--- src/rtl/mandel_line_scheduler.sv ---
// mandel_line_scheduler: hands out (x, y) pixel coordinates to NUM_ENGINES
// external Mandelbrot depth engines. It parks each engine's result in a
// per-engine slot and merges the slots round-robin into an output FIFO.
// The FIFO feeds a valid/ready pixel stream.
//
// Ports:
//   clk, reset_n              clock, async active-low reset
//   start, frame_mode         launch a line (0) or a whole frame (1), IDLE only
//   busy, line_done, frame_done  status and completion pulses
//   eng_start/eng_x/eng_y     per-engine start pulse and held coordinate
//   eng_done/eng_depth        per-engine result pulse and depth
//   out_valid/out_ready       output stream handshake (FIFO head, FWFT)
//   out_x/out_y/out_depth     output stream payload

// Per-engine lane: busy flag, held coordinate, and the result holding slot.
module mandel_eng_slot #(
  parameter int XW = 10,
  parameter int YW = 9,
  parameter int DW = 10
) (
  input  logic          clk,
  input  logic          reset_n,
  input  logic          launch,
  input  logic [XW-1:0] launch_x,
  input  logic [YW-1:0] launch_y,
  input  logic          done,
  input  logic [DW-1:0] depth,
  input  logic          grant,
  output logic          pulse,
  output logic [XW-1:0] x,
  output logic [YW-1:0] y,
  output logic          busy,
  output logic          slot_valid,
  output logic [XW-1:0] slot_x,
  output logic [YW-1:0] slot_y,
  output logic [DW-1:0] slot_d
);
  always_ff @(posedge clk or negedge reset_n) begin
    if (!reset_n) begin
      pulse      <= 1'b0;
      x          <= '0;
      y          <= '0;
      busy       <= 1'b0;
      slot_valid <= 1'b0;
      slot_x     <= '0;
      slot_y     <= '0;
      slot_d     <= '0;
    end else begin
      pulse <= launch;
      // launch is only offered to an idle lane, so it never collides with done
      if (launch) begin
        busy <= 1'b1;
        x    <= launch_x;
        y    <= launch_y;
      end else if (done && busy) begin
        busy       <= 1'b0;
        slot_valid <= 1'b1;
        slot_x     <= x;
        slot_y     <= y;
        slot_d     <= depth;
      end
      if (grant) slot_valid <= 1'b0;
    end
  end
endmodule

module mandel_line_scheduler #(
  parameter int SCREEN_WIDTH  = 640,
  parameter int SCREEN_HEIGHT = 480,
  parameter int NUM_ENGINES   = 5,
  parameter int DEPTH_WIDTH   = 10,
  parameter int FIFO_DEPTH    = 16,
  parameter int XW            = $clog2(SCREEN_WIDTH),
  parameter int YW            = $clog2(SCREEN_HEIGHT)
) (
  input  logic                               clk,
  input  logic                               reset_n,
  input  logic                               start,
  input  logic                               frame_mode,
  output logic                               busy,
  output logic                               line_done,
  output logic                               frame_done,
  output logic [NUM_ENGINES-1:0]             eng_start,
  output logic [NUM_ENGINES*XW-1:0]          eng_x,
  output logic [NUM_ENGINES*YW-1:0]          eng_y,
  input  logic [NUM_ENGINES-1:0]             eng_done,
  input  logic [NUM_ENGINES*DEPTH_WIDTH-1:0] eng_depth,
  output logic                               out_valid,
  input  logic                               out_ready,
  output logic [XW-1:0]                      out_x,
  output logic [YW-1:0]                      out_y,
  output logic [DEPTH_WIDTH-1:0]             out_depth
);
  localparam int N  = NUM_ENGINES;
  localparam int DW = DEPTH_WIDTH;
  localparam int AW = $clog2(FIFO_DEPTH);
  localparam int GW = (N > 1) ? $clog2(N) : 1;

  typedef enum logic [1:0] {IDLE, DISPATCH, DRAIN} state_t;
  typedef struct packed {
    logic [XW-1:0] x;
    logic [YW-1:0] y;
    logic [DW-1:0] d;
  } ent_t;

  state_t        state;
  logic          fmode;
  logic [XW-1:0] cur_x;
  logic [YW-1:0] cur_y, line_y;

  logic [N-1:0]         launch, eng_busy, slot_valid, grant, idle;
  logic [N-1:0][XW-1:0] launch_x, ex, slot_x;
  logic [N-1:0][YW-1:0] launch_y, ey, slot_y;
  logic [N-1:0][DW-1:0] ed, slot_d;

  assign eng_x = ex;
  assign eng_y = ey;
  assign ed    = eng_depth;
  assign idle  = ~eng_busy & ~slot_valid;

  for (genvar i = 0; i < N; i++) begin : g_eng
    mandel_eng_slot #(.XW(XW), .YW(YW), .DW(DW)) u_eng (
      .clk(clk), .reset_n(reset_n),
      .launch(launch[i]), .launch_x(launch_x[i]), .launch_y(launch_y[i]),
      .done(eng_done[i]), .depth(ed[i]), .grant(grant[i]),
      .pulse(eng_start[i]), .x(ex[i]), .y(ey[i]),
      .busy(eng_busy[i]), .slot_valid(slot_valid[i]),
      .slot_x(slot_x[i]), .slot_y(slot_y[i]), .slot_d(slot_d[i])
    );
  end

  // Dispatch: walk idle lanes lowest-first, handing each the next raster
  // coordinate. The start cycle itself dispatches too, so the first
  // eng_start lands together with busy.
  logic          dispatch_en, fm_sel, last_issued;
  logic [XW-1:0] nx;
  logic [YW-1:0] ny;

  always_comb begin
    dispatch_en = (state == DISPATCH) || (state == IDLE && start);
    fm_sel      = (state == IDLE) ? frame_mode : fmode;
    nx          = (state == IDLE) ? '0 : cur_x;
    ny          = (state == IDLE) ? (frame_mode ? '0 : line_y) : cur_y;
    last_issued = 1'b0;
    launch      = '0;
    launch_x    = '0;
    launch_y    = '0;
    for (int i = 0; i < N; i++) begin
      if (dispatch_en && idle[i] && !last_issued) begin
        launch[i]   = 1'b1;
        launch_x[i] = nx;
        launch_y[i] = ny;
        if (nx == XW'(SCREEN_WIDTH - 1)) begin
          if (!fm_sel || ny == YW'(SCREEN_HEIGHT - 1)) last_issued = 1'b1;
          else begin
            nx = '0;
            ny = ny + 1'b1;
          end
        end else begin
          nx = nx + 1'b1;
        end
      end
    end
  end

  // Output FIFO. A full FIFO still accepts a push when the head pops in the
  // same cycle.
  ent_t          mem [FIFO_DEPTH];
  logic [AW-1:0] wptr, rptr;
  logic [AW:0]   cnt;
  logic          full, pop, push, can_push;
  ent_t          head;

  assign full      = (cnt == (AW+1)'(FIFO_DEPTH));
  assign out_valid = (cnt != '0);
  assign pop       = out_valid && out_ready;
  assign can_push  = !full || out_ready;
  assign head      = mem[rptr];
  assign out_x     = out_valid ? head.x : '0;
  assign out_y     = out_valid ? head.y : '0;
  assign out_depth = out_valid ? head.d : '0;

  // Round-robin arbiter: search starts one past the previous grant.
  logic [GW-1:0] last_grant, gidx, cand;
  int            rr_idx;

  always_comb begin
    grant  = '0;
    gidx   = last_grant;
    push   = 1'b0;
    rr_idx = 0;
    cand   = '0;
    for (int k = 1; k <= N; k++) begin
      rr_idx = int'(last_grant) + k;
      if (rr_idx >= N) rr_idx = rr_idx - N;
      cand = GW'(rr_idx);
      if (!push && can_push && slot_valid[cand]) begin
        push        = 1'b1;
        grant[cand] = 1'b1;
        gidx        = cand;
      end
    end
  end

  always_ff @(posedge clk) begin
    if (push) mem[wptr] <= '{x: slot_x[gidx], y: slot_y[gidx], d: slot_d[gidx]};
  end

  always_ff @(posedge clk or negedge reset_n) begin
    if (!reset_n) begin
      wptr       <= '0;
      rptr       <= '0;
      cnt        <= '0;
      last_grant <= GW'(N - 1);
    end else begin
      if (push) begin
        wptr       <= wptr + 1'b1;
        last_grant <= gidx;
      end
      if (pop) rptr <= rptr + 1'b1;
      case ({push, pop})
        2'b10:   cnt <= cnt + 1'b1;
        2'b01:   cnt <= cnt - 1'b1;
        default: ;
      endcase
    end
  end

  logic drained;
  assign drained = ~|eng_busy && ~|slot_valid && !out_valid;

  always_ff @(posedge clk or negedge reset_n) begin
    if (!reset_n) begin
      state      <= IDLE;
      busy       <= 1'b0;
      line_done  <= 1'b0;
      frame_done <= 1'b0;
      fmode      <= 1'b0;
      cur_x      <= '0;
      cur_y      <= '0;
      line_y     <= '0;
    end else begin
      line_done  <= 1'b0;
      frame_done <= 1'b0;
      case (state)
        IDLE: if (start) begin
          busy  <= 1'b1;
          fmode <= frame_mode;
          cur_x <= nx;
          cur_y <= ny;
          state <= last_issued ? DRAIN : DISPATCH;
        end
        DISPATCH: begin
          cur_x <= nx;
          cur_y <= ny;
          if (last_issued) state <= DRAIN;
        end
        DRAIN: if (drained) begin
          state <= IDLE;
          busy  <= 1'b0;
          if (fmode) begin
            frame_done <= 1'b1;
            line_y     <= '0;
          end else begin
            line_done <= 1'b1;
            if (line_y == YW'(SCREEN_HEIGHT - 1)) begin
              line_y     <= '0;
              frame_done <= 1'b1;
            end else begin
              line_y <= line_y + 1'b1;
            end
          end
        end
        default: state <= IDLE;
      endcase
    end
  end
endmodule

--- config.mk ---
export PLATFORM = sky130hd
export DESIGN_NAME = mandel_line_scheduler
export DESIGN_NICKNAME = d
export VERILOG_FILES = /design/src/rtl/mandel_line_scheduler.sv
export SDC_FILE = /design/constraint.sdc
export NUM_CORES = 1
export LEC_CHECK = 0
export ABC_AREA = 1
export BUFFER_PORTS_ARGS = -buffer_cell sky130_fd_sc_hd__buf_2
export CAP_MARGIN = 20
export CORE_AREA = 2 2 342 344
export CTS_BUF_LIST = sky130_fd_sc_hd__clkbuf_4
export CTS_CLUSTER_DIAMETER = 120
export CTS_CLUSTER_SIZE = 20
export DETAILED_ROUTE_END_ITERATION = 8
export DIE_AREA = 0 0 344 346
export GPL_ROUTABILITY_DRIVEN = 0
export HOLD_SLACK_MARGIN = 0.03
export PLACE_DENSITY = 0.57
export SLEW_MARGIN = 20
export SYNTH_ARGS = -nofsm -noshare
export SYNTH_HDL_FRONTEND = slang
export SYNTH_SLANG_ARGS = --single-unit
--- constraint.sdc ---
create_clock -name clk -period 8.2 [get_ports clk]
set_input_delay 1.23 -clock clk [delete_from_list [all_inputs] [get_ports clk]]
set_output_delay 1.23 -clock clk [all_outputs]
set_load 0.03 [all_outputs]
==> results of run 1 <==
-- worst min path at each step --
stage                     slack (ps)                      from  depth (start not counted)                       end
after global routing             190                   reset_n                          1      g_eng[3].u_eng.pulse
after CTS                        140                   reset_n                          1      g_eng[3].u_eng.pulse
after floorplan                  450                  cur_y[7]                          2                  cur_y[7]
after detailed placement         470                      busy                          2                      busy
after global placement           470  g_eng[2].u_eng.slot_x[1]                          2  g_eng[2].u_eng.slot_x[1]
final                            190                   reset_n                          1      g_eng[3].u_eng.pulse
-- cell families (layout without fill, tap and decap cells) --
group | Yosys count | in the layout
flops | 769 | 769
xor+xnor | 23 | 23
simple gates | 1389 | 1389
other cells | 0 | 3
buf+inv | 474 | 667
fa+ha+maj | 31 | 31
compound gates | 755 | 755
mux | 79 | 79
-- repair_timing --
item,CTS,global route
resized for setup,0,3
buffers inserted,0,3
setup endpoints to repair,0,10
-- cells in the final DEF (no fill, tap or decap), drive strengths merged, types with 2 or more instances in the layout --
cell type,count
and2,2
xnor2,3
nor4,4
nand3,240
nor3b,2
a21boi,2
o31ai,5
a22oi,4
nand2,609
a21oi,87
o21ai,492
xor2,20
o21a,2
nor2,460
a221oi,2
o21bai,13
clkbuf,71
fa,2
dfrtp,304
nor3,22
buf,297
nand3b,7
ha,29
o221ai,82
inv,291
o311ai,2
o2111ai,2
a211oi,4
o211ai,6
o22ai,41
edfxtp,464
nand4,40
clkinv,6
mux2,79
a31oi,6
diode,3
or2,3
-- area by class of cell --
class / instances / area [µm²] / share of cell area (%)
Tap cell: 1524 / 1907 / 4.848
Sequential cell: 769 / 21580 / 54.86
Clock inverter: 7 / 86.33 / 0.2195
Inverter: 292 / 1116 / 2.838
Clock buffer: 71 / 533.0 / 1.355
Multi-Input combinational cell: 2277 / 12320 / 31.33
Antenna cell: 3 / 7.507 / 0.01909
Timing Repair Buffer: 297 / 1784 / 4.536
-- state kept, by name (all words and copies together) (netlist names) --
register                cells
g_eng.u_eng.slot_y         45
g_eng.u_eng.slot_valid      5
line_done                   1
fmode                       1
last_grant                  3
rptr                        4
g_eng.u_eng.pulse           5
mem                       464
busy                        1
g_eng.u_eng.slot_d         50
g_eng.u_eng.busy            5
cnt                         5
state                       2
g_eng.u_eng.slot_x         50
cur_x                      10
cur_y                       9
frame_done                  1
g_eng.u_eng.x              50
g_eng.u_eng.y              45
wptr                        4
line_y                      9
-- per-stage QoR --
stage | hold slack [ps] | util (%)
5_1_grt | 188.0 | 34.08
6_report | 188.4 | 34.08
3_3_place_gp | 466.2 | 33.47
4_1_cts | 142.9 | 34.02
2_1_floorplan | 449.1 | -
3_5_place_dp | 469.2 | 33.48
-- layer usage --
metal	vias up	track usage [%]	part of all wire, %	wire length, µm
li1	12478	-	-	-
met1	13235	26.20	43	49890
met2	925	30.80	47	54260
met3	167	2.273	6.0	6870
met4	0	6.193	3.4	3962
met5	-	0	0	0
==> out/qor.csv, run 1 <==
metric;value;unit
area share of xor/xnor cells in the synthesized design;0.5878;%
clock slew at the register clock pins of the worst setup and hold paths;220;ps
die area;119000;µm²
largest family of logic cells by synthesized area;simple AND/OR/NAND/NOR gates;
top cell type's share of synthesized area;39.20;%
post-synth cell types;68;
Crit path top cell by count;nand2_1;
RSZ-0062 raised after global routing;no;
core area;115400;µm²
fin cells;5240;
clk_skew;132.9;ps
kind of critical path;reg2reg;
Final WS setup;798.1;ps
Hold Fails Final Rpt;0;
vias per inst;5.115;
FP Rows;125;
CP Launch Type;flop;
Post-synth EDFFs;464;
H-tree Lvls;2;
count of pins over their slew limit;0;
CTS max path bufs;3;
total CTS buffers;45;
fillers;11830;
Die Y;346;µm
most common cell in the netlist;nand2_1;
Synth Register Bits;769;
initial antenna violation count;4;
count of final setup violators;0;
worst reg2reg endpoint;cur_y[6];
Simple-Gate Fraction of Synth Area;17.65;%
fmax;135.1;MHz
syn nets;3611;
Slew Limit Headroom;32.10;%
Post-synth ARST share;39.66;%
Post-Synth Adder-Cell Area;1.133;%
Crit. Startpoint;state[0];
Routed Wire Length;115.0;mm
Initial Utilization;30.80;%
cell count after placement;5156;
R2R setup slack;800;ps
hold buffers post-CTS;0;
pin count of the biggest net entering global routing;126;
post-DR wirelength/cell;21.94;µm
minimum clock period;7402;ps
r2r worst-path depth;54;
ranking of synthesized cells by area;edfxtp_1, dfrtp_1, o21ai_0;
worst slack at placement;-20.90;ps
Tightest Hold Check Type;in2async;
total number of vias;26805;
launch point of the worst reg-to-reg path;state[0];
I/O Buffers;192;
DP HPWL;77.08;mm
DP Area;38650;µm²
CP max-delay cell;dfrtp_1;
Die X;344;µm
Critical Path End;cur_y[6];
MaxCap Viol Count;0;
critical path's top delay family;simple AND/OR/NAND/NOR gates;
Layout area overhead;10.65;%
sequential share of the synthesized area;60.67;%
gate count of the mapped netlist;3520;
mux contribution to synthesized area;2.503;%
Top FF cell, synth;edfxtp_1;
average cell area after synthesis;10.10;µm²
Detailed Routing Iterations Pass 1;5;
DRT antenna net count;0;
Slew @ Worst Pin;1012;ps
status;completed;
setup TNS;0;ps
Ys Warns;0;
Ports;193;
worst skew pair latency;1010;ps
Worst Path Max Fanout;13;
Crit path required time;9030;ps
cell depth of the worst setup path;54;
clk sinks;769;
crit path DAT;8230;ps
top post-synthesis cells by count;nand2_1, edfxtp_1, o21ai_0;
CP Buf/Inv Count;5;
nets@finish;3773;
first-pass GRT wire length;169.5;mm
total gr overflow;0;
number of global-route vias before repair;25656;
Worst setup EP type;flop;
GRT Total Usage;18.95;%
initial DRC count;2628;
drt drc;0;
share of cells above drive strength 1;17.59;%
Post-Layout Inst Area;39330;µm²
Synth Area in Compound Gates;12.22;%
Final Cycle Share;90.27;%
CP peak stage delay;500;ps
area leader, netlist;edfxtp_1;
cell area after synthesis;35550;µm²
CTS root buf;clkbuf_4;
CTS tree;built;
Power of run 1 is left out: the tool's default activity adds up to more than one toggle a clock period on the data nets, which glitch-free logic cannot reach.
==> inputs of run 2 (changes only) <==
Settings changed: CELL_PAD_IN_SITES_DETAIL_PLACEMENT set to 0, CELL_PAD_IN_SITES_GLOBAL_PLACEMENT set to 1, PLACE_DENSITY 0.57 to 0.66.
==> run 2 against run 1 <==
Fmax down 0.30%. Clock skew down 41 ps. Cell area about the same. Setup slack worse by 22 ps. Cell count about the same. Non-clock buffer count up 10. Hold slack better by 44 ps. Via count down 0.62%. Count of clock-buffer cells in the layout down 10. Routed wire length up 2.0%. Core utilization about the same. Die area unchanged.
==> out/qor.csv, run 2 (synthesized netlist as in run 1, its figures left out) <==
metric;value;unit;change
total gr overflow;0;;unchanged
count of final setup violators;0;;unchanged
CP Launch Type;flop;;unchanged
fillers;11838;;was 11830
FP Rows;125;;unchanged
H-tree Lvls;2;;unchanged
core area;115400;µm²;unchanged
Hold Fails Final Rpt;0;;unchanged
count of pins over their slew limit;0;;unchanged
Die Y;346;µm;unchanged
nets@finish;3784;;was 3773
share of cells above drive strength 1;17.63;%;was 17.59%
launch point of the worst reg-to-reg path;g_eng[0].u_eng.slot_valid;;was state[0]
DRT antenna net count;0;;unchanged
clock slew at the register clock pins of the worst setup and hold paths;210;ps;was 220 ps
first-pass GRT wire length;173.3;mm;was 169.5 mm
I/O Buffers;192;;unchanged
initial antenna violation count;6;;was 4
GRT Total Usage;19.52;%;was 18.95%
minimum clock period;7424;ps;was 7402 ps
number of global-route vias before repair;25896;;was 25656
pin count of the biggest net entering global routing;146;;was 126
CP peak stage delay;550;ps;was 500 ps
crit path DAT;8260;ps;was 8230 ps
post-DR wirelength/cell;22.38;µm;was 21.94 µm
Crit path required time;9040;ps;was 9030 ps
CTS max path bufs;3;;unchanged
Slew Limit Headroom;23.97;%;was 32.10%
CP max-delay cell;dfrtp_1;;unchanged
Initial Utilization;30.80;%;unchanged
Die X;344;µm;unchanged
Final Cycle Share;90.54;%;was 90.27%
die area;119000;µm²;unchanged
MaxCap Viol Count;0;;unchanged
fin cells;5242;;was 5240
cell count after placement;5167;;was 5156
Worst setup EP type;flop;;unchanged
RSZ-0062 raised after global routing;no;;unchanged
Core Util, Final;34.09;%;was 34.08%
Ports;193;;unchanged
Tightest Hold Check Type;in2async;;unchanged
clk_skew;92.26;ps;was 132.9 ps
drt drc;0;;unchanged
Layout area overhead;10.70;%;was 10.65%
hold buffers post-CTS;0;;unchanged
max reg flops;464;;unchanged
total number of vias;26638;;was 26805
Slew @ Worst Pin;1140;ps;was 1012 ps
DP Area;38740;µm²;was 38650 µm²
fmax;134.7;MHz;was 135.1 MHz
clk sinks;769;;unchanged
commonest non-fill, non-tap cell in the layout;nand2_1;;unchanged
total CTS buffers;46;;was 45
Post-Layout Inst Area;39350;µm²;was 39330 µm²
CTS root buf;clkbuf_4;;unchanged
largest reg by FF count;mem;;unchanged
worst skew pair latency;990;ps;was 1010 ps
kind of critical path;reg2reg;;unchanged
status;completed;;unchanged
most frequent cells in the layout;nand2_1, edfxtp_1, o21ai_0;;unchanged
vias per inst;5.082;;was 5.115
Crit. Startpoint;g_eng[0].u_eng.slot_valid;;was state[0]
initial DRC count;2495;;was 2628
Worst Path Max Fanout;13;;unchanged
Routed Wire Length;117.3;mm;was 115.0 mm
CTS tree;built;;unchanged
setup TNS;0;ps;unchanged
DP HPWL;79.42;mm;was 77.08 mm
Detailed Routing Iterations Pass 1;7;;was 5
## run 2: per-layer routing
| metal | vias to the layer above | routed length, µm | global-route usage (%) |
|---|---|---|---|
| li1 | 12503 | - | - |
| met1 | 13190 | 52520 | 27.20 |
| met2 | 807 | 55180 | 31.74 |
| met3 | 138 | 5716 | 1.861 |
| met4 | 0 | 3884 | 6.548 |
| met5 | - | 0 | 0 |
## run 2: timing repair
item / 4_1_cts / 5_1_grt
gates resized for setup: 0 / 6
hold endpoints to repair: 0 / 0
buffers inserted: 0 / 2
setup endpoints to repair: 0 / 9
## run 2: path summary, 6_finish.rpt
check | slack (ps) | cells after the start | to
setup / recovery | 780 | 48 | cur_y[3]
hold / removal | 230 | 1 | line_y[8]
min in group clk | 410 | 2 | g_eng[2].u_eng.busy
hold reg to reg | 520 | 2 | g_eng[2].u_eng.slot_x[5]
setup reg to reg | 780 | 48 | cur_y[3]
max in group asynchronous | 6570 | 2 | g_eng[1].u_eng.slot_d[2]
## run 2: metrics by stage
step           hold WS (ps)  worst slack [ps]
6_report              232.2             775.7
5_1_grt               253.8            0.4059
4_1_cts               159.9             491.7
3_5_place_dp          473.2            -102.4
3_3_place_gp          465.8             57.74
2_1_floorplan         449.1             880.3
## run 2: critical path, delay by kind of cell (launching register included)
family          cells  cell delay, ps
buf+inv             8             810
fa+ha+maj           4             950
flops               1             550
simple gates       31            4150
compound gates      4             610
xor+xnor            1             180
## run 2: final cells by class
type / count / area [µm²] / area share [%]
diodes: 3 / 7.507 / 0.01908
repair buffers: 307 / 1887 / 4.795
clock buffers: 61 / 457.9 / 1.164
flip-flops and latches: 769 / 21570 / 54.83
clock inverters: 9 / 78.83 / 0.2003
well taps: 1524 / 1907 / 4.846
multi-input cells: 2277 / 12320 / 31.31
inverters: 292 / 1116 / 2.836
Power of run 2 is left out for the same reason.
